===== src/rtl/furv_bus_arb.sv =====
// furv_bus_arb: round-robin arbiter that merges the fetch and data ports of the core
// onto a single request/ack bus. A slave that never answers is cut off by a timeout.
module furv_bus_arb #(
    parameter int TIMEOUT = 255
) (
    input  logic        clk,
    input  logic        rst,
    input  logic        i_req,
    input  logic [29:0] i_addr,
    output logic [31:0] i_data,
    output logic        i_ack,
    input  logic        d_mem,
    input  logic        d_write,
    input  logic [29:0] d_addr,
    input  logic [3:0]  d_sel,
    input  logic [31:0] d_wdata,
    output logic [31:0] d_rdata,
    output logic        d_ack,
    output logic        err,
    output logic        bus_cyc,
    output logic        bus_stb,
    output logic        bus_we,
    output logic [29:0] bus_addr,
    output logic [3:0]  bus_sel,
    output logic [31:0] bus_wdata,
    input  logic [31:0] bus_rdata,
    input  logic        bus_ack
);

    typedef enum logic [1:0] {
        IDLE = 2'd0,
        BUS  = 2'd1,
        RESP = 2'd2
    } state_t;

    localparam logic [7:0] LAST_COUNT = 8'(TIMEOUT - 1);

    state_t     state;
    logic [7:0] count;
    logic       grant_data;
    logic       last_data;
    logic       pick_data;
    logic       any_req;

    // On a tie the master that was not served last gets the bus.
    always_comb begin
        any_req   = i_req | d_mem;
        pick_data = d_mem;
        if (i_req && d_mem) begin
            pick_data = ~last_data;
        end
    end

    assign bus_stb = bus_cyc;

    always_ff @(posedge clk) begin
        if (rst) begin
            state      <= IDLE;
            count      <= 8'd0;
            grant_data <= 1'b0;
            last_data  <= 1'b0;
            bus_cyc    <= 1'b0;
            bus_we     <= 1'b0;
            bus_addr   <= 30'd0;
            bus_sel    <= 4'd0;
            bus_wdata  <= 32'd0;
            i_data     <= 32'd0;
            d_rdata    <= 32'd0;
            i_ack      <= 1'b0;
            d_ack      <= 1'b0;
            err        <= 1'b0;
        end else begin
            case (state)
                IDLE: begin
                    i_ack <= 1'b0;
                    d_ack <= 1'b0;
                    err   <= 1'b0;
                    if (any_req) begin
                        grant_data <= pick_data;
                        bus_cyc    <= 1'b1;
                        count      <= 8'd0;
                        state      <= BUS;
                        if (pick_data) begin
                            bus_we    <= d_write;
                            bus_addr  <= d_addr;
                            bus_sel   <= d_sel;
                            bus_wdata <= d_wdata;
                        end else begin
                            // Fetches are always full-word reads; write data is left as is.
                            bus_we   <= 1'b0;
                            bus_addr <= i_addr;
                            bus_sel  <= 4'b1111;
                        end
                    end
                end

                BUS: begin
                    if (bus_ack) begin
                        bus_cyc <= 1'b0;
                        err     <= 1'b0;
                        state   <= RESP;
                        if (grant_data) begin
                            d_rdata <= bus_rdata;
                            d_ack   <= 1'b1;
                        end else begin
                            i_data <= bus_rdata;
                            i_ack  <= 1'b1;
                        end
                    end else if (count == LAST_COUNT) begin
                        bus_cyc <= 1'b0;
                        err     <= 1'b1;
                        state   <= RESP;
                        if (grant_data) begin
                            d_rdata <= 32'hFFFF_FFFF;
                            d_ack   <= 1'b1;
                        end else begin
                            i_data <= 32'hFFFF_FFFF;
                            i_ack  <= 1'b1;
                        end
                    end else begin
                        count <= count + 8'd1;
                    end
                end

                RESP: begin
                    i_ack     <= 1'b0;
                    d_ack     <= 1'b0;
                    err       <= 1'b0;
                    last_data <= grant_data;
                    state     <= IDLE;
                end

                default: begin
                    bus_cyc <= 1'b0;
                    i_ack   <= 1'b0;
                    d_ack   <= 1'b0;
                    err     <= 1'b0;
                    state   <= IDLE;
                end
            endcase
        end
    end

endmodule


===== config.mk =====
export PLATFORM = sky130hd
export DESIGN_NAME = furv_bus_arb
export DESIGN_NICKNAME = d
export VERILOG_FILES = /design/src/rtl/furv_bus_arb.sv
export SDC_FILE = /design/constraint.sdc
export NUM_CORES = 1
export LEC_CHECK = 0
export ABC_AREA = 1
export BUFFER_PORTS_ARGS = -buffer_cell sky130_fd_sc_hd__buf_4
export CORE_ASPECT_RATIO = 0.7
export CORE_UTILIZATION = 48
export CTS_BUF_LIST = sky130_fd_sc_hd__clkbuf_4 sky130_fd_sc_hd__clkbuf_8 sky130_fd_sc_hd__clkbuf_16
export DETAILED_ROUTE_END_ITERATION = 8
export GPL_TIMING_DRIVEN = 0
export MAX_ROUTING_LAYER = met4
export PLACE_DENSITY = 0.89
export SETUP_SLACK_MARGIN = 0.1
export SYNTH_ARGS = -nofsm -noshare
export SYNTH_HDL_FRONTEND = slang
export SYNTH_SLANG_ARGS = --single-unit

===== constraint.sdc =====
create_clock -name clk -period 1.64 [get_ports clk]
set_input_delay 0.082 -clock clk [delete_from_list [all_inputs] [get_ports clk]]
set_output_delay 0.082 -clock clk [all_outputs]
set_load 0.005 [all_outputs]

==> flow_metrics.py, run 1 <==
metrics = {
    "setup_path": {
        "cp.arrival_ns": 1.97,
        "critPathKind": "flop to flop",
        "cpPeakStageDelay_ns": 0.36,
        "crit_slowest_cell": "dfxtp_4",
        "path_cells": "inv_4 -> ha_4 -> nand2_4 -> nor2_4 -> nand2_4 -> nand2_4 -> nand3_4 -> buf_8 -> a21oi_4",
        "crit_path_start_kind": "flop",
        "end_kind": "flop",
        "required_ns": 1.98,
        "path_max_fanout": 7,
        "cp_common_cell": "nand2_4",
    },
    "clocking": {
        "htreeDepth": 4,
        "clock_sinks": 147,
        "clk_latency_ns": 0.42,
        "clk_pin_slew_ns": 0.06,
        "cts_buffers": 17,
        "cts_tree": "done",
        "clock_path_buffers": 2,
        "clk_root_buffer_cell": "clkbuf_16",
    },
    "synth": {
        "yosys.area.top_type": "dfxtp_1",
        "synthArstFlopShare_pct": 0,
        "synthCells": 837,
        "syn_area_um2": 6210,
        "ys_seq_area_share_pct": 47.4,
        "synthTopCellsByArea": "dfxtp_1 (47%), nand2_1 (9.7%), inv_1 (6.7%), nand4_1 (6.5%), a21oi_1 (5.9%)",
        "syn_area_per_cell_um2": 7.42,
        "synth_edf_count": 0,
        "synth_flop_cell": "dfxtp_1",
        "ys_warn_count": 0,
        "netlist.area_leader.share_pct": 47.4,
        "synth_nets": 973,
        "ys_types": 29,
        "synth-seq-cells": 147,
    },
    "timing": {
        "timing.setup.tns_ns": 0,
        "slew_violations": 0,
        "setup_viol": 0,
        "timing.final.crit_period_ns": 1.63,
        "tightest_slew_ns": 0.574,
        "fmax_mhz": 614,
        "hold_viol": 0,
        "max_slew_margin_pct": 61.8,
        "finalCritPeriodShare_pct": 99.3,
        "rsz0062_at_grt": "yes",
        "skew_ns": 0.0197,
    },
    "drt": {
        "drc": 0,
        "drt_iter0_drc": 688,
        "wl_per_cell_um": 18.6,
        "ant_nets": 0,
        "via_per_inst": 5.63,
        "vias": 7928,
        "finalWirelength_um": 26300,
        "drtPass1Iterations": 6,
    },
    "flow_run": {
        "cap_violations": 0,
    },
    "floorplan": {
        "ios": 270,
        "die_h_um": 97.2,
        "core_um2": 12500,
        "rows": 34,
        "fp.dieW_um": 138,
        "start_util_pct": 49.6,
        "die-area_um2": 13400,
    },
    "pwr": {
        "power_density_nw_per_um2": 989,
        "fin_total_pwr_mw": 10.4,
        "vdd_drop_max_mv": 0.895,
        "power_leakage_nw": 4.93,
    },
    "final_layout": {
        "final_cell_mix": "buf_4 (275), nand2_1 (159), dfxtp_1 (144)",
        "layout_commonest_cell": "buf_4",
        "drive_gt1_share_pct": 33.9,
        "final_nets": 1372,
        "regArea_um2": 2950,
        "n_fill_cell": 687,
        "antenna_cells": 0,
        "multiInputGateArea_um2": 2700,
        "area_delta_synth_final_pct": 69.1,
    },
    "global_route": {
        "grt_usage_pct": 37.4,
        "antenna_found_initial": 0,
        "grt_pass1_vias": 7395,
        "grt_overflow": 0,
        "grt_start_max_net_pins": 17,
        "grt_pass1_wl_um": 37400,
    },
    "hold_path": {
        "hold_class": "input port to flop",
    },
    "place": {
        "gp_congestion": 0.909,
        "dp_hpwl_um": 15000,
        "io_buffers": 269,
    },
    "outcome": {
        "status": "finished, final reports clean",
    },
}
## where the power goes
part,switching [mW],internal (mW)
logic,1.07,1.02
clock network,1.57,2.71
registers,0.178,3.84
total,2.82,7.57
## metal layers
layer,global-route usage (%),part of all wire (%)
met3,9.49,11
met5,-,0
met1,43.6,37
met2,58.1,46
met4,21.9,6.1
## cells by family after synthesis
kind of cell,share of synthesized area [%]
compound gates,14.8
xor+xnor,0.282
fa+ha+maj,0.403
buf+inv,12.8
flops,47.4
simple gates,24.3
## flip-flops by register name, summed over array words and instances (netlist names)
| signal | flops |
|---|---|
| d_rdata | 32 |
| bus_addr | 30 |
| bus_wdata | 32 |
| i_data | 32 |
| bus_sel | 4 |
| i_ack | 1 |
| d_ack | 1 |
| err | 1 |
| state | 2 |
| count | 8 |
| last_data | 1 |
| bus_cyc | 1 |
| grant_data | 1 |
| bus_we | 1 |
## worst paths after layout
check,start,slack [ns],cells past startpoint,endpoint
worst min-delay path,bus_rdata[21],0.04,5,i_data[21]$_SDFFE_PP0P_
worst max-delay path,count[0]$_SDFFE_PP0P_,0.01,9,d_rdata[9]$_SDFFE_PP0P_
worst min register to register,i_data[30]$_SDFFE_PP0P_,0.45,2,i_data[30]$_SDFFE_PP0P_
worst max register to register,count[0]$_SDFFE_PP0P_,0.01,9,d_rdata[9]$_SDFFE_PP0P_
## metrics by stage
| step | cell area (um^2) | std cells | setup WS [ns] | hold WS [ns] | util (%) |
|---|---|---|---|---|---|
| after CTS | 10100 | 1397 | 0.108 | 0.0299 | 80.4 |
| after global placement | 8430 | 1268 | 0.134 | 0.303 | 67.4 |
| after detailed placement | 8430 | 1268 | 0.104 | 0.311 | 67.4 |
| final | 10500 | 1409 | 0.0117 | 0.0352 | 83.9 |
| after floorplan | 6210 | 837 | 0.331 | 0.151 | - |
| after global routing | 10500 | 1409 | -0.0496 | 0.0383 | 83.9 |
## synth_stat cells (6+ instances only)
| library cell | n |
|---|---|
| inv_1 | 111 |
| o21ai_1 | 6 |
| a31oi_1 | 30 |
| buf_2 | 17 |
| nand2_1 | 161 |
| o21ai_0 | 64 |
| a21oi_1 | 73 |
| nor2_1 | 84 |
| buf_6 | 13 |
| clkbuf_1 | 27 |
| nand3_1 | 11 |
| dfxtp_1 | 147 |
| nand4_1 | 65 |
## worst max-delay path, delay by kind of cell (launching register included)
family,cells,cell delay (ns)
buffers and inverters,2,0.29
adder cells (fa/ha/maj),1,0.13
AO/OA/AOI/OAI,1,0.17
flip-flops,1,0.36
AND/OR/NAND/NOR,5,0.62
## cell type report
class / instances / share of cell area [%]
Clock inverter: 12 / 1.93
Inverter: 116 / 4.18
Sequential cell: 147 / 28.1
Clock buffer: 18 / 4.12
Tap cell: 162 / 1.93
Buffer: 62 / 3.75
Timing Repair Buffer: 380 / 30.3
Multi-Input combinational cell: 512 / 25.7
## timing repair
action	4_1_cts	5_1_grt
resized for setup	2	87
buffers inserted	0	6
pin swaps	0	7
endpoints found under the setup margin	4	110
endpoints found under the hold margin	71	0
hold buffers	99	0
cloned	0	6
(Power assumes the default switching activity.)
==> run 2, diff against run 1 <==
--- a/config.mk
+++ b/config.mk
@@ -5,15 +5,14 @@
 export SDC_FILE = /design/constraint.sdc
 export NUM_CORES = 1
 export LEC_CHECK = 0
-export ABC_AREA = 1
 export BUFFER_PORTS_ARGS = -buffer_cell sky130_fd_sc_hd__buf_4
 export CORE_ASPECT_RATIO = 0.7
-export CORE_UTILIZATION = 48
+export CORE_UTILIZATION = 46
 export CTS_BUF_LIST = sky130_fd_sc_hd__clkbuf_4 sky130_fd_sc_hd__clkbuf_8 sky130_fd_sc_hd__clkbuf_16
 export DETAILED_ROUTE_END_ITERATION = 8
 export GPL_TIMING_DRIVEN = 0
 export MAX_ROUTING_LAYER = met4
-export PLACE_DENSITY = 0.89
+export PLACE_DENSITY = 0.87
 export SETUP_SLACK_MARGIN = 0.1
 export SYNTH_ARGS = -nofsm -noshare
 export SYNTH_HDL_FRONTEND = slang
==> flow_metrics.py, run 2 <==
metrics = {
    "outcome": {
        "status": "finished, final reports clean",
    },
    "clocking": {
        "clk_pin_slew_ns": 0.06,
        "htreeDepth": 4,
        "clock_sinks": 147,
        "clk_root_buffer_cell": "clkbuf_16",
        "clk_latency_ns": 0.42,
        "cts_tree": "done",
        "clock_path_buffers": 2,
        "cts_buffers": 17,
    },
    "drt": {
        "wl_per_cell_um": 18.0,
        "ant_nets": 0,
        "finalWirelength_um": 21600,
        "drt_iter0_drc": 454,
        "drc": 0,
        "drtPass1Iterations": 5,
        "via_per_inst": 5.30,
        "vias": 6359,
    },
    "pwr": {
        "power_density_nw_per_um2": 1020,
        "fin_total_pwr_mw": 9.89,
        "power_leakage_nw": 4.39,
        "vdd_drop_max_mv": 0.857,
    },
    "synth": {
        "synthCells": 660,
        "netlist.area_leader.share_pct": 51.1,
        "ys_warn_count": 0,
        "ys_seq_area_share_pct": 51.1,
        "synth_flop_cell": "dfxtp_1",
        "synth_edf_count": 0,
        "synthTopCellsByArea": "dfxtp_1 (51%), a21oi_1 (8.8%), nand2b_1 (7.2%), nor2_1 (7.2%), mux2i_1 (5.6%)",
        "synth-seq-cells": 147,
        "synth_nets": 796,
        "yosys.area.top_type": "dfxtp_1",
        "syn_area_um2": 5760,
        "ys_types": 38,
        "synthArstFlopShare_pct": 0,
        "post-synth-top-count-cell": "dfxtp_1",
        "synth_common_cells": "dfxtp_1 (147), nor2_1 (110), a21oi_1 (101), nand2_1 (67), nand2b_1 (66)",
        "syn_area_per_cell_um2": 8.72,
    },
    "flow_run": {
        "cap_violations": 0,
    },
    "timing": {
        "finalCritPeriodShare_pct": 98.0,
        "max_slew_margin_pct": 48.7,
        "skew_ns": 0.00958,
        "fmax_mhz": 622,
        "hold_viol": 0,
        "timing.setup.tns_ns": 0,
        "timing.final.crit_period_ns": 1.61,
        "slew_violations": 0,
        "tightest_slew_ns": 0.764,
        "setup_viol": 0,
        "setup_slack_ns": 0.0324,
        "rsz0062_at_grt": "yes",
    },
    "setup_path": {
        "end_kind": "flop",
        "r2r_cells": 7,
        "r2r-start": "count[0]$_SDFFE_PP0P_",
        "crit_path_start_kind": "flop",
        "cp.arrival_ns": 1.94,
        "path_max_fanout": 7,
        "startpoint": "count[0]$_SDFFE_PP0P_",
        "r2r-end": "count[0]$_SDFFE_PP0P_",
        "required_ns": 1.97,
        "critPathKind": "flop to flop",
        "crit_end": "count[0]$_SDFFE_PP0P_",
        "r2r_slack_ns": 0.03,
    },
    "final_layout": {
        "final_nets": 1165,
        "finish.instance_area_um2": 9730,
        "reg_top3": "bus_wdata: 32 flops, d_rdata: 32 flops, i_data: 32 flops",
        "post-route-util_pct": 81.6,
        "layout_commonest_cell": "buf_4",
        "drive_gt1_share_pct": 38.7,
        "antenna_cells": 0,
        "final_cell_mix": "buf_4 (281), dfxtp_1 (140), nor2_1 (109)",
        "area_delta_synth_final_pct": 69.1,
    },
    "hold_path": {
        "hp-start": "i_addr[14]",
        "hold_class": "input port to flop",
    },
    "global_route": {
        "grt_pass1_vias": 6134,
        "antenna_found_initial": 0,
        "grt_overflow": 0,
        "grt_pass1_wl_um": 30800,
        "grt_usage_pct": 32.4,
        "grt_start_max_net_pins": 17,
    },
    "place": {
        "placed_cell_area_um2": 7970,
        "gp_congestion": 0.887,
        "post-place-ws_ns": -0.00424,
        "io_buffers": 268,
        "dp_hpwl_um": 13100,
    },
    "floorplan": {
        "core_um2": 11900,
        "start_util_pct": 48.2,
        "ios": 270,
        "die_h_um": 95.6,
        "fp.dieW_um": 136,
        "die-area_um2": 13000,
        "rows": 33,
    },
}
## run 2: through the flow
step	hold WS [ns]	instances
CTS	0.00705	1190
detailed placement	0.334	1085
finish	0.0139	1199
global route	0.0211	1199
floorplan	0.218	660
global placement	0.328	1085
## run 2: report_power, final
group | switching, mW | total (mW) | leakage (nW) | internal, mW
logic | 0.751 | 1.65 | 2.88 | 0.900
registers | 0.152 | 3.97 | 1.21 | 3.82
clock network | 1.61 | 4.26 | 0.308 | 2.66
## run 2: cells by family (layout without fill, tap and decap cells)
| kind of cell | after synthesis | after routing | synth area share (%) |
|---|---|---|---|
| DFF | 147 | 147 | 51.1 |
| and+or+nand+nor | 276 | 276 | 22.8 |
| buffers and inverters | 51 | 433 | 4.63 |
| adders and majority gates | 2 | 2 | 0.435 |
| muxes | 32 | 32 | 5.56 |
| AOI/OAI and AO/OA | 152 | 152 | 15.5 |
## run 2: final cells by class
class | count | area (um^2)
Buffer | 47 | 287
Tap cell | 157 | 196
Clock inverter | 13 | 195
Clock buffer | 19 | 453
Timing Repair Buffer | 350 | 2850
Inverter | 4 | 15.0
Sequential cell | 147 | 2950
Fill cell | 674 | 2200
Multi-Input combinational cell | 462 | 2790
## run 2: worst max-delay path: stages (launching register included)
cell and delay (ns):
dfxtp_2 0.34, inv_2 0.08, ha_4 0.14, nand3_4 0.11, buf_6 0.16, o211ai_4 0.32, nand3b_4 0.15, mux2i_2 0.22
## run 2: worst min-delay path by stage
stage                                     end  cells past startpoint  slack, ns
floorplan           bus_wdata[0]$_SDFFE_PP0P_                      2       0.22
global placement       i_data[2]$_SDFFE_PP0P_                      3       0.33
detailed placement    d_rdata[5]$_SDFFE_PP0P_                      3       0.33
CTS                 bus_addr[14]$_SDFFE_PP0P_                      3      0.007
global route         bus_addr[7]$_SDFFE_PP0P_                      3       0.02
finish              bus_addr[14]$_SDFFE_PP0P_                      3       0.01
## run 2: routing by layer
layer	part of all wire (%)	up-vias	track usage (%)
li1	-	2969	-
met3	7.8	57	8.13
met1	40	3010	37.1
met2	49	323	53.3
met5	0	-	-
met4	3.0	0	15.5
## run 2: what timing repair did
action / 4_1_cts / 5_1_grt
buffers inserted: 3 / 7
hold buffers: 69 / 0
hold endpoints to repair: 100 / 0
gates resized for setup: 13 / 77
setup endpoints to repair: 70 / 133
pin swaps: 2 / 8
gates cloned: 1 / 2
==> run 3, diff against run 2 <==
--- a/config.mk
+++ b/config.mk
@@ -12,7 +12,7 @@
 export DETAILED_ROUTE_END_ITERATION = 8
 export GPL_TIMING_DRIVEN = 0
 export MAX_ROUTING_LAYER = met4
-export PLACE_DENSITY = 0.87
+export PLACE_DENSITY = 0.79
 export SETUP_SLACK_MARGIN = 0.1
 export SYNTH_ARGS = -nofsm -noshare
 export SYNTH_HDL_FRONTEND = slang
==> flow_metrics.py, run 3 (synthesis gave the netlist of run 2 again) <==
metrics = {
    "outcome": {
        "status": "complete, but fails checks",
        "violations": "setup timing",
    },
    "drt": {
        "finalWirelength_um": 20200,
        "vias": 6166,
        "drtPass1Iterations": 5,
        "via_per_inst": 5.15,
        "ant_nets": 0,
        "wl_per_cell_um": 16.8,
        "drc": 0,
        "drt_iter0_drc": 318,
    },
    "place": {
        "io_buffers": 268,
        "post-place-ws_ns": 0.000154,
        "placed_cell_area_um2": 7970,
        "dp_hpwl_um": 12900,
        "placed_cells": 1085,
        "gp_congestion": 0.830,
    },
    "timing": {
        "setup_slack_ns": -0.0110,
        "tightest_slew_ns": 0.583,
        "setup_viol": 1,
        "slew_violations": 0,
        "max_slew_margin_pct": 61.1,
        "rsz0062_at_grt": "yes",
        "hold_viol": 0,
        "skew_ns": 0.0117,
        "finalCritPeriodShare_pct": 101,
        "fmax_mhz": 606,
        "timing.final.crit_period_ns": 1.65,
    },
    "setup_path": {
        "end_kind": "flop",
        "critPathKind": "flop to flop",
        "required_ns": 1.98,
        "cp.arrival_ns": 1.99,
        "cpPeakStageDelay_ns": 0.33,
        "path_max_fanout": 8,
        "crit_path_start_kind": "flop",
        "crit_slowest_cell": "dfxtp_2",
        "cp_common_cell": "nand3_4",
        "r2r_cells": 7,
        "path_cells": "inv_2 -> ha_4 -> nand3_4 -> o21ai_4 -> nand3_4 -> clkbuf_16 -> a21oi_2",
    },
    "hold_path": {
        "hold-path-cell-count": 3,
        "hold_class": "input port to flop",
    },
    "floorplan": {
        "fp.dieW_um": 136,
        "ios": 270,
        "start_util_pct": 48.2,
        "die-area_um2": 13000,
        "rows": 33,
        "core_um2": 11900,
        "die_h_um": 95.6,
    },
    "final_layout": {
        "n_fill_cell": 763,
        "stdcell_count": 1197,
        "final_cell_mix": "buf_4 (280), dfxtp_1 (140), nor2_1 (109)",
        "drive_gt1_share_pct": 37.8,
        "area_delta_synth_final_pct": 67.3,
        "post-route-util_pct": 80.7,
        "layout_commonest_cell": "buf_4",
        "final_nets": 1162,
        "reg_top3": "bus_wdata: 32 flops, d_rdata: 32 flops, i_data: 32 flops",
        "finish.instance_area_um2": 9630,
    },
    "clocking": {
        "clk_root_buffer_cell": "clkbuf_16",
        "cts_buffers": 17,
        "cts_tree": "done",
        "clk_pin_slew_ns": 0.07,
        "clk_latency_ns": 0.42,
        "htreeDepth": 4,
        "clock_sinks": 147,
        "clock_path_buffers": 2,
    },
    "pwr": {
        "clkPwrFrac_pct": 42.5,
        "p_sw_mw": 2.53,
        "power_density_nw_per_um2": 1010,
        "vdd_drop_max_mv": 0.816,
        "power.internal_mw": 7.19,
        "power_leakage_nw": 4.37,
        "p_sw_share_pct": 26.1,
        "comb_power_share_pct": 16.6,
        "sequentialPowerShare_pct": 40.9,
    },
    "global_route": {
        "grt_pass1_wl_um": 29200,
        "grt_pass1_vias": 5820,
        "grt_start_max_net_pins": 17,
        "grt_usage_pct": 30.1,
        "grt_overflow": 0,
        "antenna_found_initial": 0,
    },
    "flow_run": {
        "cap_violations": 0,
    },
}
[run 3: final cells by class]
type / count / area, um^2 / share of cell area [%]
flip-flops and latches: 147 / 2950 / 30.6
repair buffers: 347 / 2830 / 29.4
multi-input cells: 462 / 2720 / 28.2
clock buffers: 18 / 433 / 4.50
plain buffers: 47 / 294 / 3.05
well taps: 157 / 196 / 2.04
clock inverters: 14 / 190 / 1.97
inverters: 4 / 15.0 / 0.156
diodes: 1 / 2.50 / 0.0260
[run 3: critical path: cells and delay by family (launching register included)]
kind	cells	cell delay, ns
fa+ha+maj	1	0.14
buf+inv	2	0.33
compound gates	2	0.42
simple gates	2	0.36
flops	1	0.33
[run 3: metrics by stage]
stage	power [mW]	hold WS (ns)	setup TNS (ns)
2_1_floorplan	4.61	0.218	0
3_3_place_gp	5.39	0.324	0
3_5_place_dp	5.41	0.335	0
4_1_cts	9.63	0.00343	0
5_1_grt	10.1	0.0184	-0.0715
6_report	9.72	0.0116	-0.0110
[run 3: worst paths after layout]
kind / startpoint / end / slack (ns)
max: count[0]$_SDFFE_PP0P_ / d_rdata[17]$_SDFFE_PP0P_ / -0.01
min: i_addr[9] / bus_addr[9]$_SDFFE_PP0P_ / 0.01
max reg2reg: count[0]$_SDFFE_PP0P_ / d_rdata[17]$_SDFFE_PP0P_ / -0.01
min reg2reg: bus_wdata[31]$_SDFFE_PP0P_ / bus_wdata[31]$_SDFFE_PP0P_ / 0.46
[run 3: power groups by stage]
stage	sequential, mW	clock, mW	combinational [mW]
after floorplan	4.04	0	0.568
after global placement	4.03	0	1.37
after detailed placement	4.03	0	1.38
after CTS	3.96	4.15	1.52
after global routing	4.00	4.32	1.74
final	3.97	4.13	1.62
[run 3: repair_timing]
item,CTS,global route
pin swaps,1,7
setup buffers,2,6
hold buffers,68,0
hold endpoints to repair,99,0
gates resized for setup,7,69
endpoints found under the setup margin,68,132
cloned,0,3
[run 3: per-layer routing]
layer | GRT usage, % | vias up | wire length (um)
met5 | - | - | 0
met1 | 37.3 | 2926 | 8690
met4 | 10.9 | 0 | 476
met2 | 48.2 | 238 | 9800
li1 | - | 2961 | -
met3 | 6.86 | 41 | 1200
